$ cat src/rtl/rr_arbiter8_pkg.sv
// Shared constants and state type for the 8-way round-robin arbiter.
package rr_arbiter8_pkg;
  localparam int NUM_REQ = 8;
  localparam int ID_W    = 3;
  localparam int HOLD_W  = 8;

  typedef enum logic {
    IDLE = 1'b0,
    BUSY = 1'b1
  } arb_state_t;
endpackage

$ cat src/rtl/rr_arbiter8_if.sv
// Request/grant bundle between requesters (master) and the arbiter (slave).
interface rr_arbiter8_if;
  import rr_arbiter8_pkg::*;

  // Handshake: a requester raises req[i] and keeps it high for as long as it
  // uses the resource; it owns the resource while gnt[i]=1. Dropping req[i]
  // ends the grant at the next edge. timeout marks a forced revocation.
  logic [NUM_REQ-1:0] req;
  logic [NUM_REQ-1:0] gnt;
  logic [ID_W-1:0]    gnt_id;
  logic               gnt_valid;
  logic               timeout;

  modport master (output req, input gnt, gnt_id, gnt_valid, timeout);
  modport slave  (input req, output gnt, gnt_id, gnt_valid, timeout);
endinterface

$ cat src/rtl/rr_arbiter8_dec3to8.sv
// Expands the registered winner index into a one-hot grant, gated by valid.
module dec3to8
  import rr_arbiter8_pkg::*;
(
  input  logic [ID_W-1:0]    id,
  input  logic               valid,
  output logic [NUM_REQ-1:0] onehot
);
  always_comb begin
    onehot = '0;
    if (valid) onehot[id] = 1'b1;
  end
endmodule

$ cat src/rtl/rr_arbiter8.sv
// 8-way round-robin arbiter with held grants; optional hold-timeout revocation
// is compiled in with RR_ARBITER8_TIMEOUT_EN.
module rr_arbiter8
  import rr_arbiter8_pkg::*;
#(
  parameter int MAX_HOLD = 16
) (
  input  logic            clk,
  input  logic            rst_n,
  rr_arbiter8_if.slave    bus,
  output arb_state_t      dbg_state,
  output logic [ID_W-1:0] dbg_ptr
);
  if ((MAX_HOLD < 1) || (MAX_HOLD > 255)) begin : g_bad_max_hold
    $error("rr_arbiter8: MAX_HOLD out of range 1..255");
  end

  arb_state_t      state_q, state_d;
  logic [ID_W-1:0] gnt_id_q, gnt_id_d;
  logic            gnt_valid_q, gnt_valid_d;
  logic [ID_W-1:0] ptr_q, ptr_d;
  logic [ID_W-1:0] scan_idx;
  logic [ID_W-1:0] pick_id;
  logic            pick_found;
  logic            hold_expired;

`ifdef RR_ARBITER8_TIMEOUT_EN
  logic [HOLD_W-1:0] hold_cnt_q, hold_cnt_d;
  logic              timeout_q, timeout_d;

  // Counter is zero in the first BUSY cycle, so hitting MAX_HOLD-1 at an edge
  // means MAX_HOLD grant cycles have been seen.
  always_comb begin
    hold_expired = (state_q == BUSY) && bus.req[gnt_id_q] &&
                   (hold_cnt_q == HOLD_W'(MAX_HOLD - 1));
    timeout_d    = hold_expired;
    hold_cnt_d   = (state_q == BUSY) ? hold_cnt_q + HOLD_W'(1) : '0;
  end

  assign bus.timeout = timeout_q;
`else
  assign hold_expired = 1'b0;
  assign bus.timeout  = 1'b0;
`endif

  // Scan ptr, ptr+1, ... ptr+7 (mod 8); the first set request wins.
  always_comb begin
    pick_found = 1'b0;
    pick_id    = ptr_q;
    scan_idx   = '0;
    for (int i = 0; i < NUM_REQ; i++) begin
      scan_idx = ptr_q + ID_W'(i);
      if (!pick_found && bus.req[scan_idx]) begin
        pick_found = 1'b1;
        pick_id    = scan_idx;
      end
    end
  end

  always_comb begin
    state_d     = state_q;
    gnt_id_d    = gnt_id_q;
    gnt_valid_d = gnt_valid_q;
    ptr_d       = ptr_q;
    case (state_q)
      IDLE: begin
        if (pick_found) begin
          gnt_id_d    = pick_id;
          gnt_valid_d = 1'b1;
          state_d     = BUSY;
        end
      end
      BUSY: begin
        // Release and revocation both move priority just past the grantee.
        if (!bus.req[gnt_id_q] || hold_expired) begin
          gnt_valid_d = 1'b0;
          ptr_d       = gnt_id_q + ID_W'(1);
          state_d     = IDLE;
        end
      end
      default: state_d = IDLE;
    endcase
  end

  always_ff @(posedge clk or negedge rst_n) begin
    if (!rst_n) begin
      state_q     <= IDLE;
      gnt_id_q    <= '0;
      gnt_valid_q <= 1'b0;
      ptr_q       <= '0;
`ifdef RR_ARBITER8_TIMEOUT_EN
      hold_cnt_q  <= '0;
      timeout_q   <= 1'b0;
`endif
    end else begin
      state_q     <= state_d;
      gnt_id_q    <= gnt_id_d;
      gnt_valid_q <= gnt_valid_d;
      ptr_q       <= ptr_d;
`ifdef RR_ARBITER8_TIMEOUT_EN
      hold_cnt_q  <= hold_cnt_d;
      timeout_q   <= timeout_d;
`endif
    end
  end

  dec3to8 u_dec (
    .id     (gnt_id_q),
    .valid  (gnt_valid_q),
    .onehot (bus.gnt)
  );

  assign bus.gnt_id    = gnt_id_q;
  assign bus.gnt_valid = gnt_valid_q;
  assign dbg_state     = state_q;
  assign dbg_ptr       = ptr_q;
endmodule

$ cat src/flat_wrapper.sv
// flat-port wrapper written by rule: the top's interface ports become plain ports
module rr_arbiter8_flat import rr_arbiter8_pkg::*;
#(
  parameter int MAX_HOLD = 16
)
  (clk, rst_n, dbg_state, dbg_ptr, bus_req, bus_gnt, bus_gnt_id, bus_gnt_valid, bus_timeout);
  rr_arbiter8_if bus_i ();
  input  logic clk;
  input  logic rst_n;
  output arb_state_t dbg_state;
  output logic [ID_W-1:0] dbg_ptr;
  input wire logic [$bits(bus_i.req)-1:0] bus_req;
  output wire logic [$bits(bus_i.gnt)-1:0] bus_gnt;
  output wire logic [$bits(bus_i.gnt_id)-1:0] bus_gnt_id;
  output wire logic [$bits(bus_i.gnt_valid)-1:0] bus_gnt_valid;
  output wire logic [$bits(bus_i.timeout)-1:0] bus_timeout;
  assign bus_i.req = bus_req;
  assign bus_gnt = bus_i.gnt;
  assign bus_gnt_id = bus_i.gnt_id;
  assign bus_gnt_valid = bus_i.gnt_valid;
  assign bus_timeout = bus_i.timeout;
  rr_arbiter8 #(.MAX_HOLD(MAX_HOLD)) u_core (.clk(clk), .rst_n(rst_n), .bus(bus_i), .dbg_state(dbg_state), .dbg_ptr(dbg_ptr));
endmodule
$ cat config.mk
export PLATFORM = sky130hd
export DESIGN_NAME = rr_arbiter8_flat
export DESIGN_NICKNAME = d
export VERILOG_FILES = /design/src/rtl/rr_arbiter8_pkg.sv /design/src/rtl/rr_arbiter8_if.sv /design/src/rtl/rr_arbiter8_dec3to8.sv /design/src/rtl/rr_arbiter8.sv /design/src/flat_wrapper.sv
export SDC_FILE = /design/constraint.sdc
export NUM_CORES = 1
export LEC_CHECK = 0
export BUFFER_PORTS_ARGS = -buffer_cell sky130_fd_sc_hd__buf_2
export CORE_AREA = 2 2 53 55
export CTS_CLUSTER_SIZE = 40
export DETAILED_ROUTE_END_ITERATION = 10
export DIE_AREA = 0 0 55 57
export PLACE_DENSITY = 0.84
export SYNTH_ARGS = -nofsm -noshare
export SYNTH_HDL_FRONTEND = slang
export SYNTH_HIERARCHICAL = 1
export SYNTH_SLANG_ARGS = --single-unit
$ cat constraint.sdc
create_clock -name clk -period 8.2 [get_ports clk]
set_input_delay 1.64 -clock clk [delete_from_list [all_inputs] [get_ports clk]]
set_output_delay 1.64 -clock clk [all_outputs]
set_load 0.01 [all_outputs]
==> Word-level counts from Yosys, hierarchy flattened <==
Cells that the tools add are included.
W data, S select, Z words.
{ "classes": {"addsub": 8, "magnitude_cmp": 10, "eq_ne": 2, "muxes": 42, "n_bitwise": 2, "reduce_logical": 18} }
{ "op_table": {"columns": ["cell", "count"], "rows": [
  ["$lt A3 B4 Y1 const B", 9],
  ["$bmux W1 S3", 9],
  ["$mux W1", 22],
  ["$mux W3", 7],
  ["$add A3 B3 Y3 const B", 4],
  ["$logic_and A1 B1 Y1", 8],
  ["$mux W8", 1],
  ["$logic_not A1 Y1", 7],
  ["$add A3 B1 Y3 const B", 2],
  ["$add A3 B2 Y3 const B", 2],
  ["$reduce_and A2 Y1", 3],
  ["$pmux W1 S2", 2],
  ["$demux W1 S3", 1],
  ["$ge A3 B1 Y1 const B", 1],
  ["$ne A2 B1 Y1 const B", 1],
  ["$ne A2 B2 Y1 const B", 1],
  ["$not A1 Y1", 2]
]} }
{ "totals": {"ff_bits": 8, "in_bits": 10, "wordCells": 86} }

==> Longest topological paths before layout <==
{ "depth": {"ltp_word": 26, "depth_mapped": 12, "ltp_nobuf": 9} }

==> Cells and area by module <==
The synthesis kept the hierarchy.
{ "by_module_without_submodules": {"columns": ["mod", "n_inst", "cells_each", "area_per_inst_um2", "seq_area_each_um2"], "rows": [
  ["rr_arbiter8", 1, 148, 1412.6, 200.2],
  ["dec3to8", 1, 8, 96.3, 0.0]
]} }

==> Least setup slack after synthesis <==
Ideal clock, no wire load.
{ "synth_timing": {"path_type": "input to register", "start": "input bus_req[6]", "end": "register u_core.gnt_id_q[0], in the netlist u_core/bus.gnt_id[0]", "arrival_time_ns": 3.280, "slack_ns": 4.786, "stages": 7, "path_cell_list": "mux4_1 > mux2_2 > nor4_4 > a21boi_2 > a31oi_2 > o32ai_1 > a31oi_1"} }
{ "synth_via": {"elab_chain_len": 25, "elab_cells_between_ends": 46, "cone_classes": "mux (31); reduce/logical (15)"} }
{ "synth_lines": {"columns": ["item", "line_no", "source"], "rows": [
  ["start: declaration", "flat_wrapper.sv:12", "input wire logic [$bits(bus_i.req)-1:0] bus_req;"],
  ["$bmux W1 S3", "rr_arbiter8.sv:53", "if (!pick_found && bus.req[scan_idx]) begin"],
  ["$mux W1 (implied by the code)", "rr_arbiter8.sv:53", null],
  ["$mux W1", "rr_arbiter8.sv:53", null],
  ["$logic_not A1 Y1", "rr_arbiter8.sv:53", null],
  ["$logic_and A1 B1 Y1", "rr_arbiter8.sv:53", null],
  ["$mux W1", "rr_arbiter8.sv:53", null],
  ["$logic_not A1 Y1", "rr_arbiter8.sv:53", null],
  ["$logic_and A1 B1 Y1", "rr_arbiter8.sv:53", null],
  ["(+9 left out)", null, null],
  ["$mux W1", "rr_arbiter8.sv:53", null],
  ["$logic_not A1 Y1", "rr_arbiter8.sv:53", null],
  ["$logic_and A1 B1 Y1", "rr_arbiter8.sv:53", null],
  ["$mux W1", "rr_arbiter8.sv:53", null],
  ["$logic_not A1 Y1", "rr_arbiter8.sv:53", null],
  ["$logic_and A1 B1 Y1", "rr_arbiter8.sv:53", null],
  ["$mux W1", "rr_arbiter8.sv:53", null],
  ["$reduce_and A2 Y1 (no source line)", null, null],
  ["end signal: assignment", "rr_arbiter8.sv:97", "gnt_id_q <= gnt_id_d;"],
  ["end: declaration", "rr_arbiter8.sv:19", "logic [ID_W-1:0] gnt_id_q, gnt_id_d;"]
]} }
Parallel ways exist; a longest one is shown, timed or not. The select of a mux whose other input is x is not followed.
A chain may end at the register's enable or synchronous reset.

==> Worst setup path after layout <==
{ "layout_timing": {"start": "register u_core.ptr_q[0], in the netlist u_core/dbg_ptr[0]", "end": "register u_core.gnt_id_q[0], in the netlist u_core/bus.gnt_id[0]"} }
{ "layout_via": {"elab_chain_len": 25, "elab_cells_between_ends": 53, "cone_classes": "add/sub (7); mux (31); reduce/logical (15)"} }
{ "layout_lines": {"columns": ["item", "line_no", "source"], "rows": [
  ["start: declaration", "rr_arbiter8.sv:21", "logic [ID_W-1:0] ptr_q, ptr_d;"],
  ["start signal: assignment", "rr_arbiter8.sv:99", "ptr_q <= ptr_d;"],
  ["branches (longest 25 deep; another with $add A3 B1 Y3)", null, null]
]} }
Several ways; the timed one is not identified. The select of a mux whose other input is x is not followed.

==> results by group <==
Run status
  • Status: finished clean

Synth
  • Yosys warnings: 6
  • Share of the synthesized area in the top cell type: 13.3%
  • Cell with the most instances after synthesis: mux2i_1
  • Yosys reg bits: 8
  • Syn nets: 169
  • Sequential element share of the synthesized area: 13.3%
  • Synth cell count leaders: mux2i_1, nor2_1, dfrtp_1
  • Dominant synthesized flop cell: dfrtp_1
  • Synth cell types: 59
  • Mean Syn Cell Area: 9.67 sq um
  • Synth Cell Area: 1510 sq um
  • Number of synthesized flops with an enable pin: 0
  • Yosys top cell by area: dfrtp_1
  • Largest cells by area after synthesis: dfrtp_1, mux4_2, mux2i_1, mux4_1, mux2_2
  • Mapped Cells: 156
  • Async S/R FF share, synth: 100%

Clock tree
  • Clk_lat worst skew: 0.26 ns
  • CTS Buf Count: 3
  • CTS H-tree lvls: 1
  • CTS tree: done
  • Clock-pin slew on the worst setup and hold paths: 0.05 ns
  • CTS resizes: 0
  • Max Buffers Root-to-Sink: 2
  • # hold bufs at CTS: 0
  • Clock sink total: 8
  • Postcts setup bufs: 0
  • Root buf cell: clkbuf_4

STA
  • Fin crit share: 45.3%
  • Unrepaired setup endpoints after global routing: false
  • Maximum clock rate: 269 MHz
  • Final period demand of the worst path: 3.71 ns
  • Final worst slack: 4.49 ns
  • Hold_ws: 0.654 ns
  • Final setup fails: 0
  • Worst Tran Pin Value: 0.921 ns
  • Layout Skew: 0.00659 ns
  • Max_slew headroom: 38.6%
  • Max-slew violations: 0
  • Sum Neg Setup Slack: 0 ns
  • Final Hold Vio Count: 0

Power
  • Pleak: 0.650 nW
  • Pwr dens: 487 nW/um^2
  • Tot Pwr: 0.795 mW
  • Clock share of power: 3.8%
  • Peak VDD IR: 0.000386 V
  • Seq pwr share: 17.5%
  • Combinational share of power: 78.7%
  • NetSw: 0.429 mW
  • Sw Share: 53.9%
  • Internal power: 0.366 mW

Critical path
  • WP buf/inv: 1
  • Cells on worst reg2reg path: 9
  • Critical path cell sequence: inv_1 > ha_1 > mux4_1 > mux2_2 > nor4_4 > a21boi_2 > a31oi_2 > o32ai_1 > a31oi_1
  • Slowest cell on the critical path: dfrtp_1
  • Startpoint Class: register
  • CP max FO: 24
  • Reg-to-Reg End: u_core/bus.gnt_id[0]$_DFFE_PN0P_
  • Crit-path leading delay family: flip-flops
  • Setup CP Type: reg -> reg
  • Critical R2R Launch: u_core/dbg_ptr[0]$_DFFE_PN0P_
  • Crit path required time: 8.28 ns
  • Setup crit end kind: register
  • Worst Path Arrival: 3.80 ns
  • CP peak stage delay: 0.94 ns
  • Worst R2R Setup Slack: 4.49 ns

Die
  • Core region area: 2620 sq um
  • Die Wd: 55 microns
  • FP Rows: 19
  • Die Ht: 57 microns
  • Initial Util: 57.7%
  • Die Area: 3140 sq um
  • I/O Pins: 27

Placement
  • Placed insts: 204
  • Post-Place Cell Area: 1610 sq um
  • Dpl ws: 4.35 ns
  • DPL Wire Length: 3000 microns
  • RD Place Congestion: 1.07
  • Port bufs: 25

Cells and area
  • Finished Layout Cells: 207
  • Nets: 191
  • Proportion of layout cells with a drive suffix above 1: 33.5%
  • N_diodes: 0
  • Cell area after layout: 1630 sq um
  • Post-layout util: 62.4%
  • Layout Area Growth over Synthesis: 8.21%

Drt
  • Vias: 1459
  • Final WL: 3920 microns
  • Wire per inst: 18.9 microns
  • ANT nets after route: 0
  • Vias per cell: 7.05
  • DR pass1 iterations: 4
  • DR iter-0 viols: 63
  • Remaining DRCs: 0

Min path
  • Min-Delay Path Depth: 1
  • Worst hold path class: reg -> reg
  • Min-delay src: u_core/dbg_state$_DFF_PN0_
  • Hold Path End: u_core/bus.gnt_id[1]$_DFFE_PN0P_

GRT
  • Vias in the first global route: 1368
  • Global-route wire length before repair: 6620 microns
  • Grt ovf: 0
  • Antenna violations before repair: 0
  • Pin count of the biggest net entering global routing: 25
  • Tot GR Track Use: 28.3%

Run
  • Max capacitance violation total: 0
[worst max path at each step]
stage,startpoint,cells after the start,to
after CTS,u_core/dbg_ptr[0]$_DFFE_PN0P_,9,u_core/bus.gnt_id[0]$_DFFE_PN0P_
after detailed placement,bus_req[2],8,u_core/bus.gnt_id[0]$_DFFE_PN0P_
after floorplan,bus_req[6],7,u_core/bus.gnt_id[0]$_DFFE_PN0P_
after global routing,u_core/dbg_ptr[0]$_DFFE_PN0P_,9,u_core/bus.gnt_id[0]$_DFFE_PN0P_
final,u_core/dbg_ptr[0]$_DFFE_PN0P_,9,u_core/bus.gnt_id[0]$_DFFE_PN0P_
after global placement,bus_req[2],8,u_core/bus.gnt_id[0]$_DFFE_PN0P_
[worst reg2reg max path, cell delays in order, from the launching register on]
cell,delay [ns]
dfrtp_1,0.94
inv_1,0.14
ha_1,0.64
mux4_1,0.44
mux2_2,0.38
nor4_4,0.32
a21boi_2,0.27
a31oi_2,0.17
o32ai_1,0.18
a31oi_1,0.07
[flip-flops by register name, summed over array words and instances (netlist names)]
| register | flops |
|---|---|
| u_core/bus.gnt_valid | 1 |
| u_core/dbg_state | 1 |
| u_core/dbg_ptr | 3 |
| u_core/bus.gnt_id | 3 |
[layer usage]
metal / GRT usage (%) / vias to the layer above / part of all wire (%)
li1: - / 673 / -
met1: 41.4 / 707 / 41
met2: 42.0 / 67 / 50
met3: 6.02 / 12 / 6.8
met4: 8.36 / 0 / 2.4
met5: 0 / - / 0
[logic make-up (layout without fill, tap and decap cells)]
kind of cell	after synthesis	count (layout)	share of synthesized area [%]
fa+ha+maj	3	3	2.49
flops	8	8	13.3
xor+xnor	3	3	1.74
other cells	1	1	0.249
buf+inv	13	33	5.39
mux	33	33	32.8
simple gates	50	50	22.5
compound gates	45	45	21.6
[layout by cell type, fill, tap and decap left out, types with 3 or more instances in the layout]
cell | netlist | final
inv_1 | 4 | 4
and4b_2 | 3 | 3
a21oi_1 | 5 | 5
a22oi_1 | 3 | 3
mux2_2 | 6 | 6
o21a_1 | 3 | 3
mux4_1 | 4 | 4
and4bb_2 | 3 | 3
nand2b_1 | 5 | 5
a31oi_1 | 5 | 5
and2_1 | 3 | 3
nor2_1 | 10 | 10
dfrtp_1 | 8 | 8
mux4_2 | 7 | 7
mux2i_1 | 15 | 15
o21ai_0 | 7 | 7
nand3_1 | 4 | 4
buf_2 | 2 | 25
nor2b_1 | 4 | 4
clkbuf_4 | 0 | 3
nand2_1 | 5 | 5
ha_1 | 3 | 3
[power by group through the flow]
stage / registers, mW / logic [mW] / clock network (mW)
6_report: 0.139 / 0.626 / 0.0303
5_1_grt: 0.148 / 0.679 / 0.0322
4_1_cts: 0.139 / 0.614 / 0.0309
3_5_place_dp: 0.138 / 0.612 / 0
3_3_place_gp: 0.134 / 0.599 / 0
2_1_floorplan: 0.106 / 0.519 / 0
[layout make-up]
cell class	instances	area, sq um
Multi-Input combinational cell	135	1230
Sequential cell	8	200
Clock buffer	3	22.5
Inverter	5	18.8
Tap cell	31	38.8
Timing Repair Buffer	25	125
Fill cell	232	982
Power figures use the tool's default switching activity.
